File: src/rtl/teclado_pkg.sv
// Shared types and constants for the 4x4 keypad scanner: FSM states, keymap and
// small helpers for row drive and column priority.
package teclado_pkg;

    typedef enum logic [2:0] {
        SCAN,
        DEBOUNCE,
        PRESSED,
        WAIT_RELEASE,
        REL_DEBOUNCE
    } estado_t;

    localparam logic [3:0] KEY_STAR = 4'hE;
    localparam logic [3:0] KEY_HASH = 4'hF;

    // Indexed by {row, col}; entry 0 is row 0 / column 0.
    localparam logic [15:0][3:0] KEYMAP = {
        4'hD, KEY_HASH, 4'h0, KEY_STAR,
        4'hC, 4'h9,     4'h8, 4'h7,
        4'hB, 4'h6,     4'h5, 4'h4,
        4'hA, 4'h3,     4'h2, 4'h1
    };

    function automatic logic [3:0] row_drive(input logic [1:0] idx);
        return ~(4'b0001 << idx);
    endfunction

    function automatic logic [1:0] lowest_low_col(input logic [3:0] cols);
        logic [1:0] idx;
        casez (cols)
            4'b???0: idx = 2'd0;
            4'b??01: idx = 2'd1;
            4'b?011: idx = 2'd2;
            default: idx = 2'd3;
        endcase
        return idx;
    endfunction

endpackage

File: src/rtl/sincronizador_2ff.sv
// Two-flop synchronizer for asynchronous inputs; resets to all-ones so idle
// active-low lines read as released.
module sincronizador_2ff #(
    parameter int unsigned WIDTH = 4
) (
    input  logic             clk,
    input  logic             rst,
    input  logic [WIDTH-1:0] d,
    output logic [WIDTH-1:0] q
);

    logic [WIDTH-1:0] meta;

    always_ff @(posedge clk) begin
        if (rst) begin
            meta <= '1;
            q    <= '1;
        end else begin
            meta <= d;
            q    <= meta;
        end
    end

endmodule

File: src/rtl/varredura_teclado_4x4.sv
// 4x4 matrix keypad scanner with press/release debounce; emits one key_valid
// strobe and the mapped key_code per accepted press.
module varredura_teclado_4x4
    import teclado_pkg::*;
#(
    parameter int unsigned SCAN_DIV        = 1000,
    parameter int unsigned DEBOUNCE_CYCLES = 500000
) (
    input  logic       clk,
    input  logic       rst,
    input  logic [3:0] col_in,
    output logic [3:0] row_out,
    output logic [3:0] key_code,
    output logic       key_valid,
    output logic       key_held
);

    localparam int unsigned CNT_MAX = (SCAN_DIV > DEBOUNCE_CYCLES) ? SCAN_DIV : DEBOUNCE_CYCLES;
    localparam int unsigned CNT_W   = $clog2(CNT_MAX + 1);
    localparam logic [CNT_W-1:0] SCAN_LAST = CNT_W'(SCAN_DIV - 1);
    localparam logic [CNT_W-1:0] DEB_LAST  = CNT_W'(DEBOUNCE_CYCLES - 1);

    estado_t          estado;
    logic [3:0]       col_s;
    logic [1:0]       row_idx;
    logic [1:0]       col_lat;
    logic [CNT_W-1:0] dwell_cnt;
    logic [CNT_W-1:0] deb_cnt;

    sincronizador_2ff #(.WIDTH(4)) u_sinc_col (
        .clk (clk),
        .rst (rst),
        .d   (col_in),
        .q   (col_s)
    );

    always_ff @(posedge clk) begin
        if (rst) begin
            estado    <= SCAN;
            row_idx   <= '0;
            col_lat   <= '0;
            dwell_cnt <= '0;
            deb_cnt   <= '0;
            row_out   <= 4'b1110;
            key_code  <= '0;
            key_valid <= 1'b0;
            key_held  <= 1'b0;
        end else begin
            key_valid <= 1'b0;
            case (estado)
                SCAN: begin
                    // Columns are only trusted at dwell end, once the sync pipeline reflects this row.
                    if (dwell_cnt == SCAN_LAST) begin
                        dwell_cnt <= '0;
                        if (col_s == 4'b1111) begin
                            row_idx <= row_idx + 2'd1;
                            row_out <= row_drive(row_idx + 2'd1);
                        end else begin
                            col_lat <= lowest_low_col(col_s);
                            deb_cnt <= '0;
                            estado  <= DEBOUNCE;
                        end
                    end else begin
                        dwell_cnt <= dwell_cnt + 1'b1;
                    end
                end
                DEBOUNCE: begin
                    if (!col_s[col_lat]) begin
                        deb_cnt <= deb_cnt + 1'b1;
                        if (deb_cnt == DEB_LAST) begin
                            key_valid <= 1'b1;
                            key_code  <= KEYMAP[{row_idx, col_lat}];
                            key_held  <= 1'b1;
                            estado    <= PRESSED;
                        end
                    end else begin
                        row_idx   <= row_idx + 2'd1;
                        row_out   <= row_drive(row_idx + 2'd1);
                        dwell_cnt <= '0;
                        estado    <= SCAN;
                    end
                end
                PRESSED: begin
                    estado <= WAIT_RELEASE;
                end
                WAIT_RELEASE: begin
                    if (col_s == 4'b1111) begin
                        deb_cnt <= '0;
                        estado  <= REL_DEBOUNCE;
                    end
                end
                REL_DEBOUNCE: begin
                    if (col_s == 4'b1111) begin
                        deb_cnt <= deb_cnt + 1'b1;
                        if (deb_cnt == DEB_LAST) begin
                            key_held  <= 1'b0;
                            row_idx   <= row_idx + 2'd1;
                            row_out   <= row_drive(row_idx + 2'd1);
                            dwell_cnt <= '0;
                            estado    <= SCAN;
                        end
                    end else begin
                        estado <= WAIT_RELEASE;
                    end
                end
                default: begin
                    estado <= SCAN;
                end
            endcase
        end
    end

endmodule

File: config.mk
export PLATFORM = sky130hd
export DESIGN_NAME = varredura_teclado_4x4
export DESIGN_NICKNAME = d
export VERILOG_FILES = /design/src/rtl/teclado_pkg.sv /design/src/rtl/sincronizador_2ff.sv /design/src/rtl/varredura_teclado_4x4.sv
export SDC_FILE = /design/constraint.sdc
export NUM_CORES = 1
export LEC_CHECK = 0
export CORE_MARGIN = 5
export CORE_UTILIZATION = 44
export DETAILED_ROUTE_END_ITERATION = 12
export SLEW_MARGIN = 10
export SYNTH_ARGS = -nofsm -noshare
export SYNTH_HDL_FRONTEND = slang
export SYNTH_SLANG_ARGS = --single-unit
File: constraint.sdc
create_clock -name clk -period 2.6 [get_ports clk]
set_input_delay 0.52 -clock clk [delete_from_list [all_inputs] [get_ports clk]]
set_output_delay 0.52 -clock clk [all_outputs]
set_load 0.01 [all_outputs]
==> results.sh, run 1 <==
export IMPL_top_layer="met4"
export IMPL_layout_commonest_cell="dfxtp_1"
export IMPL_area_growth_pct=14.6
export IMPL_numPortBuffers=15
export IMPL_nets=413
export IMPL_cts_sinks=63
export IMPL_leakage_nw=1.27
export IMPL_post_cts_buffers=0
export IMPL_num_vias=2685
export IMPL_path_clk_slew_ns=0.08
export IMPL_p_sw_w=0.000466
export IMPL_min_period_ns=2.40
export IMPL_ctsResizeCount=0
export IMPL_drc_errors=0
export IMPL_wl_met3_um=207
export IMPL_setup_violations_final=0
export IMPL_postCtsHoldBufs=0
export IMPL_syn_inst=379
export IMPL_grt_max_degree=23
export IMPL_worst_pin_slew_ns=0.601
export IMPL_setup_tns_ns=0
export IMPL_insertion_delay_ns=0.35
export IMPL_h_tree_depth=3
export IMPL_tritoncts="done"
export IMPL_place_worst_setup_slack_ns=0.211
export IMPL_finClkSkew_ns=0.0127
export IMPL_antenna_left=0
export IMPL_layout_setup_ws_ns=0.201
export IMPL_outcome="completed"
export IMPL_dieArea_mm2=0.00920
export IMPL_synthDistinctLibCells=47
export IMPL_syn_area_mm2=0.00325
export IMPL_start_util_pct=45.0
export IMPL_antenna_cells=0
export IMPL_seq_power_share_pct=51.2
export IMPL_irDropWorstVdd_uv=311
export IMPL_drt_total_wl_mm=7.06
export IMPL_cp_max_fo=12
export IMPL_mostFrequentLayoutCells="63 x dfxtp_1, 62 x nor2_1, 36 x xnor2_1"
export IMPL_power_w=0.00192
export IMPL_drive_gt1_share_pct=12.2
export IMPL_num_rows=31
export IMPL_grt_overflow=0
export IMPL_clockBufferDepth=2
export IMPL_crit_path_end_kind="flip-flop"
export IMPL_antenna_found_initial=0
export IMPL_grt_setup_unrepaired="no"
export IMPL_drt_pre_antenna_iters=4
export IMPL_wl_met1_mm=3.53
export IMPL_drt_iter0_drc=165
export IMPL_synth_net_count=396
export IMPL_slew_headroom_pct=60.0
export IMPL_start_kind="flip-flop"
export IMPL_powerDensity_mw_per_mm2=515
export IMPL_synth_seq_cells=63
export IMPL_core_area_mm2=0.00721
export IMPL_yosysSeqAreaShare_pct=38.8
export IMPL_async_flop_share_pct=0
export IMPL_slew_violations=0
export IMPL_post_drt_wl_per_cell_um=14.1
export IMPL_synth_edff_count=0
export IMPL_finalHoldViolCount=0
export IMPL_power_frac_comb_pct=2.9
export IMPL_grt_usage_pct=17.1
export IMPL_min_period_over_period_pct=92.3
export IMPL_routed_wl_met2_mm=3.23
export IMPL_cts_buffers=9
export IMPL_via_per_inst=5.37
export IMPL_cp_required_ns=2.84
export IMPL_max_freq_ghz=0.417
export IMPL_syn_area_per_cell_um2=8.57
export IMPL_die_w_um=95.9
export IMPL_yosysWarningCount=0
export IMPL_hpwl_mm=4.93
export IMPL_maxCapViolCount=0
export IMPL_hold_path_class="flip-flop to flip-flop"
export IMPL_grt_pass1_vias=2615
export IMPL_p_clk_share_pct=45.9
export IMPL_power_internal_w=0.00145
export IMPL_gp_congestion=0.824
export IMPL_arrival_ns=2.64
export IMPL_die_y_um=95.9
export IMPL_root_buffer="clkbuf_8"
export IMPL_grt_pass1_wl_mm=12.4
export IMPL_switching_share_pct=24.3
export IMPL_ios=16
export IMPL_synthFlopType="dfxtp_1"
export IMPL_critPathKind="flip-flop to flip-flop"
metrics by stage:
step           hold WS (ns)  cell area (um2)  utilization, %  std cells
2_1_floorplan         0.389             3250               -        379
3_3_place_gp          0.391             3520            48.7        484
3_5_place_dp          0.394             3520            48.7        484
4_1_cts               0.413             3720            51.6        500
5_1_grt               0.424             3720            51.6        500
6_report              0.412             3720            51.6        500
worst paths after layout:
kind	startpoint	to	slack [ns]	cells after the start
worst max-delay path	col_lat[0]	deb_cnt[10]	0.20	6
worst min-delay path	u_sinc_col.meta[2]	u_sinc_col.q[2]	0.41	1
worst max register to register	col_lat[0]	deb_cnt[10]	0.20	6
worst min register to register	u_sinc_col.meta[2]	u_sinc_col.q[2]	0.41	1
power groups by stage:
| stage | registers, W | clock network, W | logic, W |
|---|---|---|---|
| after floorplan | 0.00100 | 0 | 0.0000393 |
| after global placement | 0.00100 | 0 | 0.0000563 |
| after detailed placement | 0.00100 | 0 | 0.0000570 |
| after CTS | 0.000981 | 0.000902 | 0.0000572 |
| after global routing | 0.000982 | 0.000949 | 0.0000636 |
| final | 0.000981 | 0.000879 | 0.0000561 |
area by class of cell:
class | count | area [um2]
clock inverters | 7 | 80.1
well taps | 99 | 124
fillers | 724 | 3490
inverters | 14 | 52.6
flip-flops and latches | 63 | 1260
clock buffers | 9 | 124
repair buffers | 26 | 245
multi-input cells | 282 | 1830
layer usage:
metal	up-vias	GRT usage, %
met1	1282	22.6
li1	1361	-
met4	0	5.92
met2	35	26.5
met3	7	5.00
met5	-	0
synth_stat cells, types with 2 or more instances:
library cell | n | share of area [%]
dfxtp_1 | 63 | 39
nor2_1 | 62 | 7.2
xnor2_1 | 36 | 9.7
nand3_1 | 24 | 3.7
nand2_1 | 19 | 2.2
a31oi_1 | 16 | 3.1
nor3_1 | 16 | 2.5
inv_1 | 14 | 1.6
ha_1 | 11 | 4.2
a21oi_1 | 10 | 1.5
nor4_1 | 10 | 1.9
clkbuf_1 | 9 | 1.0
nand4_1 | 9 | 1.7
and3_1 | 8 | 1.5
buf_2 | 8 | 1.2
or2_2 | 8 | 1.5
mux2i_1 | 7 | 2.2
nor3b_1 | 5 | 1.2
o21ai_0 | 5 | 0.77
a311oi_2 | 3 | 1.4
a211oi_1 | 2 | 0.46
and4_1 | 2 | 0.54
buf_6 | 2 | 0.69
mux2_2 | 2 | 0.69
mux4_2 | 2 | 1.4
nor2b_1 | 2 | 0.39
nor3_2 | 2 | 0.62
or3_1 | 2 | 0.39
or4_1 | 2 | 0.46
flip-flops by register name, summed over array words and instances (netlist names):
signal and cells:
u_sinc_col.meta 4, key_held 1, deb_cnt 19, estado 3, key_code 4, row_idx 2
u_sinc_col.q 4, key_valid 1, col_lat 2, dwell_cnt 19, row_out 4
cells by family (layout without fill, tap and decap cells):
kind of cell,after synthesis,after routing,synth area share [%]
AND/OR/NAND/NOR,178,178,27.9
flip-flops,63,63,38.8
multiplexers,11,11,4.24
adder cells (fa/ha/maj),11,11,4.24
XOR/XNOR,36,36,9.71
buffers and inverters,34,56,4.70
AO/OA/AOI/OAI,46,46,10.3
worst max-delay path: stages (launching register included):
cell	delay, ns
dfxtp_1	0.47
mux4_2	0.60
a2bb2oi_1	0.18
or2_1	0.41
nand3_1	0.24
nand3_1	0.11
mux2_2	0.28
No activity file was read; power rests on OpenSTA's default activity.
==> run 2, diff against run 1 <==
REMOVE_ABC_BUFFERS = 1   (was not set)
==> results.sh, run 2 (same netlist as run 1, synthesis figures left out) <==
export IMPL_hold_path_class="flip-flop to flip-flop"
export IMPL_crit_chain="or4b_1, nor3_2, a21oi_1, buf_4, a211oi_4, mux2i_1, nor2_1"
export IMPL_crit_path_top_delay_cell="or4b_1"
export IMPL_switching_share_pct=22.2
export IMPL_grt_pass1_vias=2532
export IMPL_layout_commonest_cell="dfxtp_1"
export IMPL_via_per_inst=5.37
export IMPL_crit_family="simple AND/OR/NAND/NOR gates"
export IMPL_maxCapViolCount=0
export IMPL_antenna_cells=0
export IMPL_worstHoldStart="u_sinc_col.meta[2]"
export IMPL_top_layer="met4"
export IMPL_grt_max_degree=23
export IMPL_setup_violations_final=0
export IMPL_slew_headroom_pct=60.9
export IMPL_area_growth_pct=14.3
export IMPL_seq_power_share_pct=52.0
export IMPL_start_util_pct=45.0
export IMPL_die_y_um=95.9
export IMPL_power_frac_comb_pct=2.9
export IMPL_drt_iter0_drc=152
export IMPL_grt_overflow=0
export IMPL_root_buffer="clkbuf_8"
export IMPL_cts_sinks=63
export IMPL_post_cts_buffers=0
export IMPL_drt_pre_antenna_iters=4
export IMPL_reg_top3="deb_cnt (19), dwell_cnt (19)"
export IMPL_leakage_nw=1.28
export IMPL_cp_required_ns=2.82
export IMPL_numPortBuffers=15
export IMPL_r2r_slack_ns=0.27
export IMPL_die_w_um=95.9
export IMPL_p_sw_w=0.000419
export IMPL_mostFrequentLayoutCells="63 x dfxtp_1, 62 x nor2_1, 36 x xnor2_1"
export IMPL_num_rows=31
export IMPL_drive_gt1_share_pct=12.2
export IMPL_fillCellCount=700
export IMPL_worst_pin_slew_ns=0.587
export IMPL_min_period_over_period_pct=89.5
export IMPL_gp_congestion=0.827
export IMPL_critical_path_buf_inv_count=1
export IMPL_r2r_end="row_idx[1]"
export IMPL_holdPathEnd="u_sinc_col.q[2]"
export IMPL_finClkSkew_ns=0.00743
export IMPL_setup_tns_ns=0
export IMPL_ios=16
export IMPL_clockBufferDepth=2
export IMPL_grt_usage_pct=16.9
export IMPL_irDropWorstVdd_uv=373
export IMPL_max_stage_delay_ns=0.54
export IMPL_outcome="completed"
export IMPL_wl_met1_mm=3.41
export IMPL_routed_wl_met2_mm=3.16
export IMPL_antenna_found_initial=0
export IMPL_finalHoldViolCount=0
export IMPL_start_kind="flip-flop"
export IMPL_critPathKind="flip-flop to flip-flop"
export IMPL_utilization_pct=51.4
export IMPL_post_drt_wl_per_cell_um=13.7
export IMPL_num_vias=2689
export IMPL_arrival_ns=2.55
export IMPL_wl_met3_um=198
export IMPL_slew_violations=0
export IMPL_drc_errors=0
export IMPL_max_freq_ghz=0.430
export IMPL_grt_pass1_wl_mm=12.0
export IMPL_h_tree_depth=3
export IMPL_hpwl_mm=4.81
export IMPL_min_period_ns=2.33
export IMPL_power_internal_w=0.00147
export IMPL_grt_setup_unrepaired="no"
export IMPL_postCtsHoldBufs=0
export IMPL_cts_buffers=9
export IMPL_dieArea_mm2=0.00920
export IMPL_tritoncts="done"
export IMPL_min_path_cells=1
export IMPL_rr_worst_depth=7
export IMPL_holdWs_ns=0.411
export IMPL_path_clk_slew_ns=0.07
export IMPL_antenna_left=0
export IMPL_p_clk_share_pct=45.0
export IMPL_powerDensity_mw_per_mm2=509
export IMPL_drt_total_wl_mm=6.88
export IMPL_crit_path_end_kind="flip-flop"
export IMPL_nets=414
export IMPL_ctsResizeCount=0
export IMPL_r2r_start="deb_cnt[6]"
export IMPL_cp_max_fo=19
export IMPL_insertion_delay_ns=0.34
export IMPL_core_area_mm2=0.00721
run 2: cell count changes in the layout (fill, tap and decap cells not counted):
cell	delta
buf_12	-1
clkinv_2	+2
clkinvlp_4	-2
clkbuf_8	+1
buf_4	+2
clkbuf_1	+1
inv_6	-2
run 2: area by class of cell:
type | instances | area [um2] | area share (%)
clock buffers | 11 | 141 | 3.81
clock inverters | 5 | 57.6 | 1.55
inverters | 14 | 52.6 | 1.42
multi-input cells | 282 | 1830 | 49.4
flip-flops and latches | 63 | 1260 | 34.0
well taps | 99 | 124 | 3.34
repair buffers | 27 | 240 | 6.48
run 2: worst max path at each step:
stage / from / end / cells after the start
floorplan: col_lat[0] / dwell_cnt[1] / 6
global placement: deb_cnt[6] / row_idx[1] / 7
detailed placement: deb_cnt[6] / row_idx[1] / 7
CTS: deb_cnt[6] / row_idx[1] / 7
global route: deb_cnt[8] / row_out[0] / 7
finish: deb_cnt[6] / row_idx[1] / 7
run 2: layer usage:
metal  track usage (%)  vias up
met5                 0        -
met3              3.21        8
met4              9.00        0
li1                  -     1363
met2              25.5       46
met1              22.7     1272
run 2: metrics by stage:
stage | power [W] | instance area [um2] | worst slack, ns | cells
floorplan | 0.00103 | 3150 | -0.191 | 359
global placement | 0.00106 | 3510 | 0.311 | 485
detailed placement | 0.00106 | 3510 | 0.291 | 485
CTS | 0.00192 | 3710 | 0.275 | 501
global route | 0.00198 | 3710 | 0.0422 | 501
finish | 0.00189 | 3710 | 0.273 | 501
run 2: power by group through the flow:
stage	clock (W)	sequential [W]	combinational (W)
after global routing	0.000932	0.000983	0.0000627
after CTS	0.000878	0.000982	0.0000566
after floorplan	0	0.00100	0.0000311
after global placement	0	0.00100	0.0000565
after detailed placement	0	0.00100	0.0000560
final	0.000850	0.000982	0.0000553
==> run 3, diff against run 2 <==
CORE_UTILIZATION = 45   (was 44)
==> results.sh, run 3 (same netlist as run 1, synthesis figures left out) <==
export IMPL_grt_pass1_vias=2593
export IMPL_grt_usage_pct=17.0
export IMPL_via_per_inst=5.37
export IMPL_regArea_mm2=0.00126
export IMPL_hpwl_mm=4.83
export IMPL_max_freq_ghz=0.427
export IMPL_grt_overflow=0
export IMPL_cts_buffers=9
export IMPL_final_area_mm2=0.00372
export IMPL_ios=16
export IMPL_grt_pass1_wl_mm=12.2
export IMPL_dieArea_mm2=0.00901
export IMPL_start_kind="flip-flop"
export IMPL_slew_violations=0
export IMPL_tritoncts="done"
export IMPL_holdWs_ns=0.412
export IMPL_drt_pre_antenna_iters=4
export IMPL_crit_path_top_delay_cell="mux4_2"
export IMPL_layout_setup_ws_ns=0.256
export IMPL_critical_path_buf_inv_count=0
export IMPL_min_period_ns=2.34
export IMPL_reg_top3="deb_cnt (19), dwell_cnt (19)"
export IMPL_root_buffer="clkbuf_8"
export IMPL_min_period_over_period_pct=90.1
export IMPL_cp_max_fo=19
export IMPL_drt_iter0_drc=176
export IMPL_maxCapViolCount=0
export IMPL_crit_chain="mux4_2, o21a_1, a21oi_1, nor2_1, a21o_1, nor2_1"
export IMPL_multi_input_area_mm2=0.00183
export IMPL_nets=414
export IMPL_fillCellCount=703
export IMPL_grt_max_degree=23
export IMPL_grt_setup_unrepaired="no"
export IMPL_drt_total_wl_mm=6.85
export IMPL_outcome="completed"
export IMPL_post_layout_nonfiller_instances=501
export IMPL_irDropWorstVdd_uv=334
export IMPL_clockBufferDepth=2
export IMPL_max_stage_delay_ns=0.60
export IMPL_crit_family="compound AO/OA/AOI/OAI gates"
export IMPL_mostFrequentLayoutCells="63 x dfxtp_1, 62 x nor2_1, 36 x xnor2_1"
export IMPL_postCtsHoldBufs=0
export IMPL_cts_sinks=63
export IMPL_cp_required_ns=2.86
export IMPL_setup_violations_final=0
export IMPL_start_util_pct=45.5
export IMPL_arrival_ns=2.60
export IMPL_layout_commonest_cell="dfxtp_1"
export IMPL_gp_congestion=0.855
export IMPL_area_growth_pct=14.6
export IMPL_crit_top_cell="nor2_1"
export IMPL_powerDensity_mw_per_mm2=504
export IMPL_power_w=0.00188
export IMPL_dpl_cell_count=485
export IMPL_h_tree_depth=3
export IMPL_post_drt_wl_per_cell_um=13.7
export IMPL_leakage_nw=1.28
export IMPL_numPortBuffers=15
export IMPL_worst_pin_slew_ns=0.589
export IMPL_place_worst_setup_slack_ns=0.243
export IMPL_path_clk_slew_ns=0.08
export IMPL_ctsResizeCount=0
export IMPL_die_w_um=94.9
export IMPL_hold_path_class="flip-flop to flip-flop"
export IMPL_num_vias=2688
export IMPL_finalHoldViolCount=0
export IMPL_insertion_delay_ns=0.34
export IMPL_core_area_mm2=0.00714
export IMPL_die_y_um=94.9
export IMPL_dpl_cell_area_mm2=0.00352
export IMPL_antenna_found_initial=0
export IMPL_num_rows=31
export IMPL_critPathKind="flip-flop to flip-flop"
export IMPL_slew_headroom_pct=60.8
export IMPL_antenna_cells=0
export IMPL_antenna_left=0
export IMPL_post_cts_buffers=0
export IMPL_finClkSkew_ns=0.0100
export IMPL_drive_gt1_share_pct=12.4
export IMPL_drc_errors=0
export IMPL_crit_path_end_kind="flip-flop"
-- run 3: cell count changes in the layout (fill, tap and decap cells not counted) --
cell / before / now
buf_12: 0 / 1
clkbuf_8: 10 / 9
buf_4: 12 / 11
clkinvlp_4: 0 / 1
clkinv_4: 2 / 3
clkbuf_1: 1 / 0
-- run 3: worst paths after layout --
path / slack (ns) / startpoint / depth (start not counted) / to
max: 0.26 / col_lat[0] / 6 / dwell_cnt[11]
max reg2reg: 0.26 / col_lat[0] / 6 / dwell_cnt[11]
min reg2reg: 0.41 / u_sinc_col.meta[0] / 1 / u_sinc_col.q[0]
min: 0.41 / u_sinc_col.meta[0] / 1 / u_sinc_col.q[0]
-- run 3: layout make-up --
type                       instances  area share [%]
tap                               99            3.33
inverter                          14            1.41
sequential                        63            33.9
clock inverter                     7            1.98
multi-input combinational        282            49.3
clock buffer                       9            3.33
timing repair buffer              27            6.79
-- run 3: worst register-to-register path, cell delays in order (launching register included) --
cell     delay [ns]
dfxtp_1        0.47
mux4_2         0.60
o21a_1         0.19
a21oi_1        0.28
nor2_1         0.13
a21o_1         0.40
nor2_1         0.20
-- run 3: metrics by stage --
stage | TNS, ns | util [%]
after CTS | 0 | 52.1
after detailed placement | 0 | 49.4
after global routing | 0 | 52.1
after global placement | 0 | 49.4
final | 0 | 52.1
after floorplan | -3.18 | -
-- run 3: routing by layer --
layer	up-vias	track usage, %	wire length, um
li1	1364	-	-
met1	1270	23.2	3410
met2	50	26.0	3150
met3	4	3.51	234
met4	0	7.09	56
met5	-	0	0
-- run 3: where the power goes --
group | switching (W) | total [W] | internal (W)
Clock | 0.000397 | 0.000841 | 0.000443
Combinational | 0.0000311 | 0.0000550 | 0.0000239
Sequential | 0.00000680 | 0.000981 | 0.000974
